==> src/rtl/ps2_key_tracker.sv <==
// ps2_key_tracker -- PS/2 frame receiver with make/break key tracking and ASCII lookup.
// Revision 1.0
`default_nettype none

module ps2_key_tracker #(
  parameter int TIMEOUT = 50000
) (
  input  logic       clk,
  input  logic       rst,
  input  logic       ps2_clk,
  input  logic       ps2_data,
  output logic [7:0] key_code,
  output logic [7:0] key_ascii,
  output logic       key_down,
  output logic [7:0] key_count,
  output logic       key_event,
  output logic       frame_err
);

  localparam int TW = $clog2(TIMEOUT + 1);

  typedef enum logic [0:0] {S_IDLE = 1'b0, S_BREAK = 1'b1} state_t;

  logic [2:0]    clk_sync;
  logic [1:0]    data_sync;
  logic          fall;
  logic          bit_in;
  logic [3:0]    bit_cnt;
  logic [7:0]    shift;
  logic          parity;
  logic [TW-1:0] idle_cnt;
  logic          code_valid;
  logic [7:0]    code;

  state_t        state, state_n;
  logic [7:0]    code_n, ascii_n, count_n;
  logic          down_n, event_n;

  function automatic logic [7:0] ascii_of(input logic [7:0] c);
    case (c)
      8'h1C: ascii_of = 8'h61; 8'h32: ascii_of = 8'h62; 8'h21: ascii_of = 8'h63;
      8'h23: ascii_of = 8'h64; 8'h24: ascii_of = 8'h65; 8'h2B: ascii_of = 8'h66;
      8'h34: ascii_of = 8'h67; 8'h33: ascii_of = 8'h68; 8'h43: ascii_of = 8'h69;
      8'h3B: ascii_of = 8'h6A; 8'h42: ascii_of = 8'h6B; 8'h4B: ascii_of = 8'h6C;
      8'h3A: ascii_of = 8'h6D; 8'h31: ascii_of = 8'h6E; 8'h44: ascii_of = 8'h6F;
      8'h4D: ascii_of = 8'h70; 8'h15: ascii_of = 8'h71; 8'h2D: ascii_of = 8'h72;
      8'h1B: ascii_of = 8'h73; 8'h2C: ascii_of = 8'h74; 8'h3C: ascii_of = 8'h75;
      8'h2A: ascii_of = 8'h76; 8'h1D: ascii_of = 8'h77; 8'h22: ascii_of = 8'h78;
      8'h35: ascii_of = 8'h79; 8'h1A: ascii_of = 8'h7A;
      8'h45: ascii_of = 8'h30; 8'h16: ascii_of = 8'h31; 8'h1E: ascii_of = 8'h32;
      8'h26: ascii_of = 8'h33; 8'h25: ascii_of = 8'h34; 8'h2E: ascii_of = 8'h35;
      8'h36: ascii_of = 8'h36; 8'h3D: ascii_of = 8'h37; 8'h3E: ascii_of = 8'h38;
      8'h46: ascii_of = 8'h39;
      default: ascii_of = 8'h00;
    endcase
  endfunction

  // Sync flops reset high so a released bus never looks like a falling edge.
  always_ff @(posedge clk or posedge rst) begin
    if (rst) begin
      clk_sync  <= 3'b111;
      data_sync <= 2'b11;
    end else begin
      clk_sync  <= {clk_sync[1:0], ps2_clk};
      data_sync <= {data_sync[0], ps2_data};
    end
  end

  assign fall   = (clk_sync[2:1] == 2'b10);
  assign bit_in = data_sync[1];

  always_ff @(posedge clk or posedge rst) begin
    if (rst) begin
      bit_cnt    <= 4'd0;
      shift      <= 8'h00;
      parity     <= 1'b0;
      idle_cnt   <= '0;
      code_valid <= 1'b0;
      code       <= 8'h00;
      frame_err  <= 1'b0;
    end else begin
      code_valid <= 1'b0;
      frame_err  <= 1'b0;
      if (fall) begin
        idle_cnt <= '0;
        if (bit_cnt == 4'd0) begin
          if (bit_in) frame_err <= 1'b1;
          else        bit_cnt   <= 4'd1;
        end else if (bit_cnt <= 4'd8) begin
          shift   <= {bit_in, shift[7:1]};
          bit_cnt <= bit_cnt + 4'd1;
        end else if (bit_cnt == 4'd9) begin
          parity  <= bit_in;
          bit_cnt <= 4'd10;
        end else begin
          bit_cnt <= 4'd0;
          if (bit_in && (^{shift, parity})) begin
            code_valid <= 1'b1;
            code       <= shift;
          end else begin
            frame_err <= 1'b1;
          end
        end
      end else if (bit_cnt != 4'd0) begin
        if (idle_cnt == TW'(TIMEOUT - 1)) begin
          bit_cnt   <= 4'd0;
          idle_cnt  <= '0;
          frame_err <= 1'b1;
        end else begin
          idle_cnt <= idle_cnt + TW'(1);
        end
      end
    end
  end

  always_comb begin
    state_n = state;
    code_n  = key_code;
    ascii_n = key_ascii;
    down_n  = key_down;
    count_n = key_count;
    event_n = 1'b0;
    if (code_valid) begin
      case (state)
        S_IDLE: begin
          if (code == 8'hF0) begin
            state_n = S_BREAK;
          end else if (code == 8'hE0) begin
            state_n = S_IDLE;
          end else if (!(key_down && code == key_code)) begin
            code_n  = code;
            ascii_n = ascii_of(code);
            down_n  = 1'b1;
            count_n = key_count + 8'd1;
            event_n = 1'b1;
          end
        end
        default: begin
          state_n = S_IDLE;
          if (code == key_code) begin
            down_n  = 1'b0;
            event_n = 1'b1;
          end
        end
      endcase
    end
  end

  always_ff @(posedge clk or posedge rst) begin
    if (rst) begin
      state     <= S_IDLE;
      key_code  <= 8'h00;
      key_ascii <= 8'h00;
      key_down  <= 1'b0;
      key_count <= 8'h00;
      key_event <= 1'b0;
    end else begin
      state     <= state_n;
      key_code  <= code_n;
      key_ascii <= ascii_n;
      key_down  <= down_n;
      key_count <= count_n;
      key_event <= event_n;
    end
  end

endmodule

`default_nettype wire
==> config.mk <==
export PLATFORM = sky130hd
export DESIGN_NAME = ps2_key_tracker
export DESIGN_NICKNAME = d
export VERILOG_FILES = /design/src/rtl/ps2_key_tracker.sv
export SDC_FILE = /design/constraint.sdc
export NUM_CORES = 1
export LEC_CHECK = 0
export CAP_MARGIN = 10
export CORE_MARGIN = 8
export CORE_UTILIZATION = 45
export DETAILED_ROUTE_END_ITERATION = 10
export HOLD_SLACK_MARGIN = 0.08
export PLACE_DENSITY = 0.6
export SYNTH_ARGS = -nofsm -noshare
export SYNTH_HDL_FRONTEND = slang
export SYNTH_SLANG_ARGS = --single-unit
==> constraint.sdc <==
create_clock -name clk -period 3.12 [get_ports clk]
set_input_delay 0.624 -clock clk [delete_from_list [all_inputs] [get_ports clk]]
set_output_delay 0.624 -clock clk [all_outputs]
set_load 0.02 [all_outputs]
==> reports/results.tsv, run 1 <==
metric	value	unit
core area	0.00872	mm²
Syn Area/Cell	9.99	µm²
vias	3072	
Die X	111	µm
count of hold-fix buffers inserted at cts	0	
critical path arrival	2660	ps
Via density	5.67	
PostCTS Resize Cnt	0	
Worst slew margin	0.549	
# setup viols final	0	
NumNets Final	445	
Root Buffer	clkbuf_8	
Post-DRT Antenna Nets	0	
power density cells	547	mW/mm²
fin crit share	0.781	
clock slew seen by the registers of the worst setup and hold paths	70	ps
Pleak	2.02	nW
synthesized netlist net count	421	
placed cell count	526	
synthesis-to-finish area growth	13.9	%
status	completed	
Final Power	2.52	mW
Overflow after GRT	0	
Max Clock Skew	10.2	ps
drt total wl	8470	µm
Hold Crit Class	register to register	
CTS tree	yes	
post-CTS setup buffer count	0	
clk sinks	70	
DR DRC count	0	
drt pass-1 iters	4	
Max H-tree Level	3	
HPWL after DPL	6070	µm
Max Fclk	410	MHz
Placer Congestion	0.896	
Num CTS Buffers	9	
TNS Setup	0	ps
worst path required time	3340	ps
clock tree buffer depth	2	
initial antenna violation count	0	
Synth top area share	0.402	
All-Layer GR Usage	0.139	
Crit Path Max Fanout	16	
WS Path Type	register to register	
measured slew at the worst slew-check pin	672	ps
area leader, netlist	dfrtp_1	
Seq/Total Area, Yosys	0.435	
VDD IR max	0.463	mV
first-pass GRT wire length	14500	µm
synth top area cells	dfrtp_1, mux2_2, ha_1	
share of layout cells above drive strength 1	0.157	
Synth Instances	405	
Mapped Area	0.00405	mm²
Layout fillers	769	
Rows	34	
die height	111	µm
Fin. Hold Viols	0	
fin cells	542	
initial core utilization	0.464	
DR iter-0 viols	236	
most frequent cells in the layout	dfrtp_1, clkdlybuf4s50_1, nand2_1	
number of synthesized register bits	70	
Die ar.	0.0123	mm²
EDFF count, synth	0	
Worst Setup End Kind	register	
RSZ-0062 raised after global routing	false	
worst-skew pair later-pin latency	340	ps
IO buf count	29	
min Tclk post-route	2440	ps
ys async rst share	1.00	
Max-cap violations	0	
Synth cell types	65	
largest net degree at the start of global routing	43	
Slew Limit Fails	0	
I/O pin count	31	
startpoint types	register	
ANT cells	0	
vias in the first global route	2839	
commonest non-fill, non-tap cell in the layout	dfrtp_1	
Top FF cell, synth	dfrtp_1	
routed len/inst	15.6	µm
Synth warnings	0	
[state kept, by name, indices dropped and copies added, names as in the netlist]
signal and flops:
bit_cnt 4, clk_sync 3, code 8, code_valid 1, data_sync 2, frame_err 1, idle_cnt 16, key_ascii 7
key_code 8, key_count 8, key_down 1, key_event 1, parity 1, shift 8, state 1
[cell usage after synthesis (5+ instances only)]
| cell | number |
|---|---|
| nor2_1 | 25 |
| ha_1 | 12 |
| nand4_1 | 5 |
| buf_2 | 5 |
| inv_1 | 14 |
| a21oi_1 | 8 |
| nor3_1 | 9 |
| dfstp_2 | 5 |
| mux2_2 | 25 |
| and3_1 | 5 |
| o22ai_1 | 6 |
| nand2b_1 | 9 |
| xnor2_1 | 16 |
| a31oi_1 | 5 |
| dfrtp_1 | 65 |
| clkbuf_1 | 13 |
| o21ai_0 | 25 |
| a22o_1 | 5 |
| nand3_1 | 19 |
| a211oi_1 | 5 |
| nor2b_1 | 13 |
| xor2_1 | 14 |
| nand2_1 | 28 |
[per-stage QoR]
stage | util | instance area, µm² | setup WS (ps) | hold slack, ps
6_report | 0.528 | 4610 | 684 | 359
5_1_grt | 0.528 | 4610 | 509 | 367
4_1_cts | 0.528 | 4610 | 703 | 360
3_5_place_dp | 0.508 | 4430 | 703 | 349
3_3_place_gp | 0.508 | 4430 | 768 | 347
2_1_floorplan | - | 4050 | 736 | 345
[cell type report]
| class | count | area (µm²) | share of cell area |
|---|---|---|---|
| well taps | 108 | 135 | 0.0293 |
| clock inverters | 5 | 33.8 | 0.00733 |
| flip-flops and latches | 70 | 1760 | 0.382 |
| clock buffers | 11 | 141 | 0.0307 |
| multi-input cells | 297 | 2120 | 0.461 |
| inverters | 14 | 52.6 | 0.0114 |
| repair buffers | 37 | 363 | 0.0788 |
[kinds of logic (layout without fill, tap and decap cells)]
kind of cell / after synthesis / count (layout) / synth area share
buffers and inverters: 38 / 67 / 0.0424
other: 1 / 1 / 0.000927
multiplexers: 28 / 28 / 0.0770
AND/OR/NAND/NOR: 138 / 138 / 0.189
adder cells (fa/ha/maj): 12 / 12 / 0.0371
flip-flops: 70 / 70 / 0.435
AO/OA/AOI/OAI: 87 / 87 / 0.149
XOR/XNOR: 31 / 31 / 0.0705
[report_power, final]
part / switching, mW / internal, mW
Sequential: 0.128 / 1.02
Combinational: 0.392 / 0.332
Clock: 0.336 / 0.310
Total: 0.857 / 1.66
[metal layers]
layer,part of all wire,GRT usage
met2,0.41,0.186
met4,0.0076,0.0459
met3,0.073,0.0373
met1,0.51,0.208
met5,0,0
[path summary, 6_finish.rpt]
kind / from / endpoint / slack [ps] / cells past startpoint
worst min-delay path: data_sync[0]$_DFF_PP1_ / data_sync[1]$_DFF_PP1_ / 360 / 0
min in group asynchronous: rst / idle_cnt[6]$_DFFE_PP0P_ / 690 / 2
worst max register to register: code[1]$_DFFE_PP0P_ / key_ascii[1]$_DFFE_PP0P_ / 680 / 7
worst max-delay path: code[1]$_DFFE_PP0P_ / key_ascii[1]$_DFFE_PP0P_ / 680 / 7
worst min register to register: data_sync[0]$_DFF_PP1_ / data_sync[1]$_DFF_PP1_ / 360 / 0
max in group asynchronous: rst / data_sync[0]$_DFF_PP1_ / 1710 / 3
[critical path, stage by stage (launching register included)]
cell	delay (ps)
dfrtp_1	640
inv_1	200
ha_1	370
or3_1	410
a21bo_2	220
a211oi_1	220
nor4_1	80
a22o_1	200
Note: power is estimated with default switching activity, not from simulation.
==> run 2, diff against run 1 <==
==> constraint.sdc (replaced) <==
create_clock -name clk -period 2.5 [get_ports clk]
set_input_delay 0.5 -clock clk [delete_from_list [all_inputs] [get_ports clk]]
set_output_delay 0.5 -clock clk [all_outputs]
set_load 0.02 [all_outputs]
==> reports/results.tsv, run 2 (synthesis gave the netlist of run 1 again) <==
metric	value	unit
status	completed	
Sw Share	0.345	
IO buf count	29	
Post-DRT Antenna Nets	0	
drt total wl	8800	µm
routed len/inst	16.1	µm
post-CTS setup buffer count	0	
Final Instance Area	0.00466	mm²
max incr delay on CP	430	ps
vias in the first global route	3010	
NetSw	1.10	mW
critical path, cell by cell	xor2_1 -> xnor3_1 -> xnor2_1 -> nor3_4 -> mux2_2	
RSZ-0062 raised after global routing	false	
Final Power	3.18	mW
Reg power frac	0.449	
CTS tree	yes	
Overflow after GRT	0	
Die X	111	µm
largest net degree at the start of global routing	43	
Max Fclk	455	MHz
vias	3114	
synthesis-to-finish area growth	15.3	%
VDD IR max	0.499	mV
CP startpoint	shift[6]$_DFFE_PP0P_	
I/O pin count	31	
min Tclk post-route	2200	ps
DR iter-0 viols	235	
clk sinks	70	
placed instance area	0.00449	mm²
Pleak	2.05	nW
DR DRC count	0	
worst-skew pair later-pin latency	350	ps
Multi-input gate area	0.00212	mm²
# setup viols final	0	
internal reg-to-reg setup slack	300	ps
most frequent cells in the layout	dfrtp_1, clkdlybuf4s50_1, nand2_1	
power share of the combinational group	0.291	
ANT cells	0	
Max Clock Skew	13.6	ps
initial core utilization	0.464	
slowest stage cell on the critical path	dfrtp_1	
power density cells	682	mW/mm²
first-pass GRT wire length	15200	µm
reg2reg end	code[2]$_DFFE_PP0P_	
max reg flops	16	
TNS Setup	0	ps
Via density	5.68	
Num CTS Buffers	9	
R2R Path Start	shift[6]$_DFFE_PP0P_	
worst slack, placed	305	ps
Max H-tree Level	3	
fin crit share	0.880	
clock slew seen by the registers of the worst setup and hold paths	80	ps
Die ar.	0.0123	mm²
NumNets Final	451	
CP Capture Point	code[2]$_DFFE_PP0P_	
All-Layer GR Usage	0.146	
Worst Setup End Kind	register	
Rows	34	
drt pass-1 iters	4	
fin cells	548	
share of layout cells above drive strength 1	0.168	
die height	111	µm
Hold Crit Class	register to register	
register area	0.00176	mm²
count of hold-fix buffers inserted at cts	0	
placed cell count	532	
initial antenna violation count	0	
PostCTS Resize Cnt	0	
core area	0.00872	mm²
Placer Congestion	0.831	
Max-cap violations	0	
final core utilization	0.535	
Reg2Reg Depth	5	
HPWL after DPL	6360	µm
measured slew at the worst slew-check pin	670	ps
Layout fillers	776	
WS Path Type	register to register	
startpoint types	register	
Pint	2.08	mW
worst path required time	2720	ps
clock group share of total power	0.259	
Root Buffer	clkbuf_8	
Worst slew margin	0.551	
Worst Setup Slack, final	300	ps
Fin. Hold Viols	0	
commonest non-fill, non-tap cell in the layout	dfrtp_1	
Crit Path Max Fanout	9	
Top reg by flops	idle_cnt	
critical path arrival	2420	ps
Slew Limit Fails	0	
WHS	358	ps
clock tree buffer depth	2	
run 2: how the worst min path moves through the flow:
stage                                   endpoint              startpoint  depth (start not counted)  slack, ps
after floorplan            clk_sync[1]$_DFF_PP1_   clk_sync[0]$_DFF_PP1_                          0        350
after global placement     clk_sync[1]$_DFF_PP1_   clk_sync[0]$_DFF_PP1_                          0        350
after detailed placement   clk_sync[1]$_DFF_PP1_   clk_sync[0]$_DFF_PP1_                          0        350
final                     data_sync[1]$_DFF_PP1_  data_sync[0]$_DFF_PP1_                          0        360
after global routing      data_sync[1]$_DFF_PP1_  data_sync[0]$_DFF_PP1_                          0        370
after CTS                  clk_sync[1]$_DFF_PP1_   clk_sync[0]$_DFF_PP1_                          0        360
run 2: cell type report:
| class | instances | area share |
|---|---|---|
| clock buffers | 11 | 0.0303 |
| flip-flops and latches | 70 | 0.377 |
| well taps | 108 | 0.0290 |
| inverters | 14 | 0.0113 |
| clock inverters | 5 | 0.00724 |
| multi-input cells | 297 | 0.455 |
| repair buffers | 43 | 0.0901 |
run 2: routing by layer:
layer / vias to the layer above / routed length, µm / track usage
met5: - / 0 / 0
met4: 0 / 110 / 0.0459
met3: 8 / 493 / 0.0390
met2: 76 / 3800 / 0.208
met1: 1520 / 4400 / 0.208
li1: 1510 / - / -
run 2: power by group through the flow:
stage               registers (mW)  logic, mW  clock network, mW
floorplan                     1.41      0.756                  0
global placement              1.44      0.899                  0
detailed placement            1.45      0.932                  0
CTS                           1.43      0.937              0.845
global route                  1.45       1.02              0.891
finish                        1.43      0.926              0.825
run 2: critical path, delay by kind of cell, from the launching register on:
family	cells	cell delay, ps
xor gates and xnor gates	3	810
DFF	1	430
muxes	1	390
and+or+nand+nor	1	430
==> run 3, diff against run 2 <==
--- a/config.mk
+++ b/config.mk
@@ -10,7 +10,7 @@
 export CORE_UTILIZATION = 45
 export DETAILED_ROUTE_END_ITERATION = 10
 export HOLD_SLACK_MARGIN = 0.08
-export PLACE_DENSITY = 0.6
+export PLACE_DENSITY = 0.69
 export SYNTH_ARGS = -nofsm -noshare
 export SYNTH_HDL_FRONTEND = slang
 export SYNTH_SLANG_ARGS = --single-unit
==> reports/results.tsv, run 3 (synthesis gave the netlist of run 1 again) <==
metric	value	unit
status	completed	
most frequent cells in the layout	dfrtp_1, clkdlybuf4s50_1, nand2_1	
power density cells	683	mW/mm²
Slew Limit Fails	0	
Max-cap violations	0	
critical path arrival	2490	ps
DR DRC count	0	
Rows	34	
Multi-input gate area	0.00212	mm²
Min-Delay Endpoint	clk_sync[1]$_DFF_PP1_	
largest net degree at the start of global routing	51	
Pleak	2.07	nW
Num CTS Buffers	9	
Root Buffer	clkbuf_8	
worst path required time	2720	ps
min Tclk post-route	2270	ps
VDD IR max	0.426	mV
Worst slew margin	0.452	
max reg flops	16	
Die X	111	µm
measured slew at the worst slew-check pin	813	ps
I/O pin count	31	
vias in the first global route	2951	
DR iter-0 viols	219	
commonest non-fill, non-tap cell in the layout	dfrtp_1	
core area	0.00872	mm²
placed cell count	532	
routed len/inst	15.7	µm
IO buf count	29	
initial core utilization	0.464	
hold path cells	0	
Placer Congestion	0.838	
Layout fillers	747	
synthesis-to-finish area growth	15.6	%
reg2reg end	shift[5]$_DFFE_PP0P_	
Fin. Hold Viols	0	
Die ar.	0.0123	mm²
TNS Setup	0	ps
Hold Crit Class	register to register	
register area	0.00176	mm²
vias	3105	
HPWL after DPL	6140	µm
Max Fclk	441	MHz
worst-skew pair later-pin latency	340	ps
Max H-tree Level	3	
drt total wl	8560	µm
Max Clock Skew	6.63	ps
initial antenna violation count	0	
PostCTS Resize Cnt	0	
Crit Path Max Fanout	10	
post-CTS setup buffer count	0	
share of layout cells above drive strength 1	0.164	
Worst Setup End Kind	register	
first-pass GRT wire length	14800	µm
NumNets Final	451	
clock tree buffer depth	2	
Via density	5.68	
RSZ-0062 raised after global routing	false	
hold path startpoint	clk_sync[0]$_DFF_PP1_	
Post-DRT Antenna Nets	0	
WS Path Type	register to register	
startpoint types	register	
R2R Path Start	bit_cnt[0]$_DFFE_PP0P_	
Top reg by flops	idle_cnt	
clock slew seen by the registers of the worst setup and hold paths	70	ps
ANT cells	0	
die height	111	µm
Overflow after GRT	0	
fin crit share	0.907	
internal reg-to-reg setup slack	230	ps
count of hold-fix buffers inserted at cts	0	
All-Layer GR Usage	0.142	
# setup viols final	0	
CTS tree	yes	
drt pass-1 iters	4	
fin cells	547	
Reg2Reg Depth	5	
clk sinks	70	
run 3: how the worst max path moves through the flow:
stage                                     endpoint  cells past startpoint                     from
after global placement    key_count[7]$_DFFE_PP0P_                      7      code[0]$_DFFE_PP0P_
after global routing      key_ascii[2]$_DFFE_PP0P_                      6  key_code[4]$_DFFE_PP0P_
after CTS                     shift[5]$_DFFE_PP0P_                      5   bit_cnt[0]$_DFFE_PP0P_
after detailed placement      shift[6]$_DFFE_PP0P_                      5   bit_cnt[0]$_DFFE_PP0P_
final                         shift[5]$_DFFE_PP0P_                      5   bit_cnt[0]$_DFFE_PP0P_
after floorplan           key_ascii[1]$_DFFE_PP0P_                      9      code[1]$_DFFE_PP0P_
run 3: stage by stage:
| step | hold slack (ps) | instance area, µm² | setup slack [ps] | power (mW) | utilization |
|---|---|---|---|---|---|
| final | 356 | 4680 | 233 | 3.19 | 0.536 |
| after global placement | 347 | 4490 | 308 | 2.33 | 0.515 |
| after detailed placement | 347 | 4490 | 250 | 2.36 | 0.515 |
| after floorplan | 345 | 4050 | 176 | 2.17 | - |
| after CTS | 357 | 4680 | 229 | 3.23 | 0.536 |
| after global routing | 361 | 4680 | 92.2 | 3.41 | 0.536 |
run 3: where the power goes:
| group | switching [mW] | internal, mW |
|---|---|---|
| logic | 0.491 | 0.425 |
| clock network | 0.383 | 0.465 |
| registers | 0.155 | 1.27 |
run 3: layout make-up:
class | count | area share
clock buffers | 15 | 0.0399
well taps | 108 | 0.0289
multi-input cells | 297 | 0.454
repair buffers | 43 | 0.0899
flip-flops and latches | 70 | 0.376
inverters | 14 | 0.0112
run 3: worst max-delay path, cell delays in order (launching register included):
cell and delay [ps]:
dfrtp_1 430, inv_1 100, ha_1 230, or3b_2 570, nand3_1 430, mux2_2 400
run 3: layer usage:
metal,track usage,wire [µm],up-vias
li1,-,-,1499
met1,0.195,4140,1495
met2,0.207,3750,100
met3,0.0422,569,11
met4,0.0468,106,0
met5,0,0,-
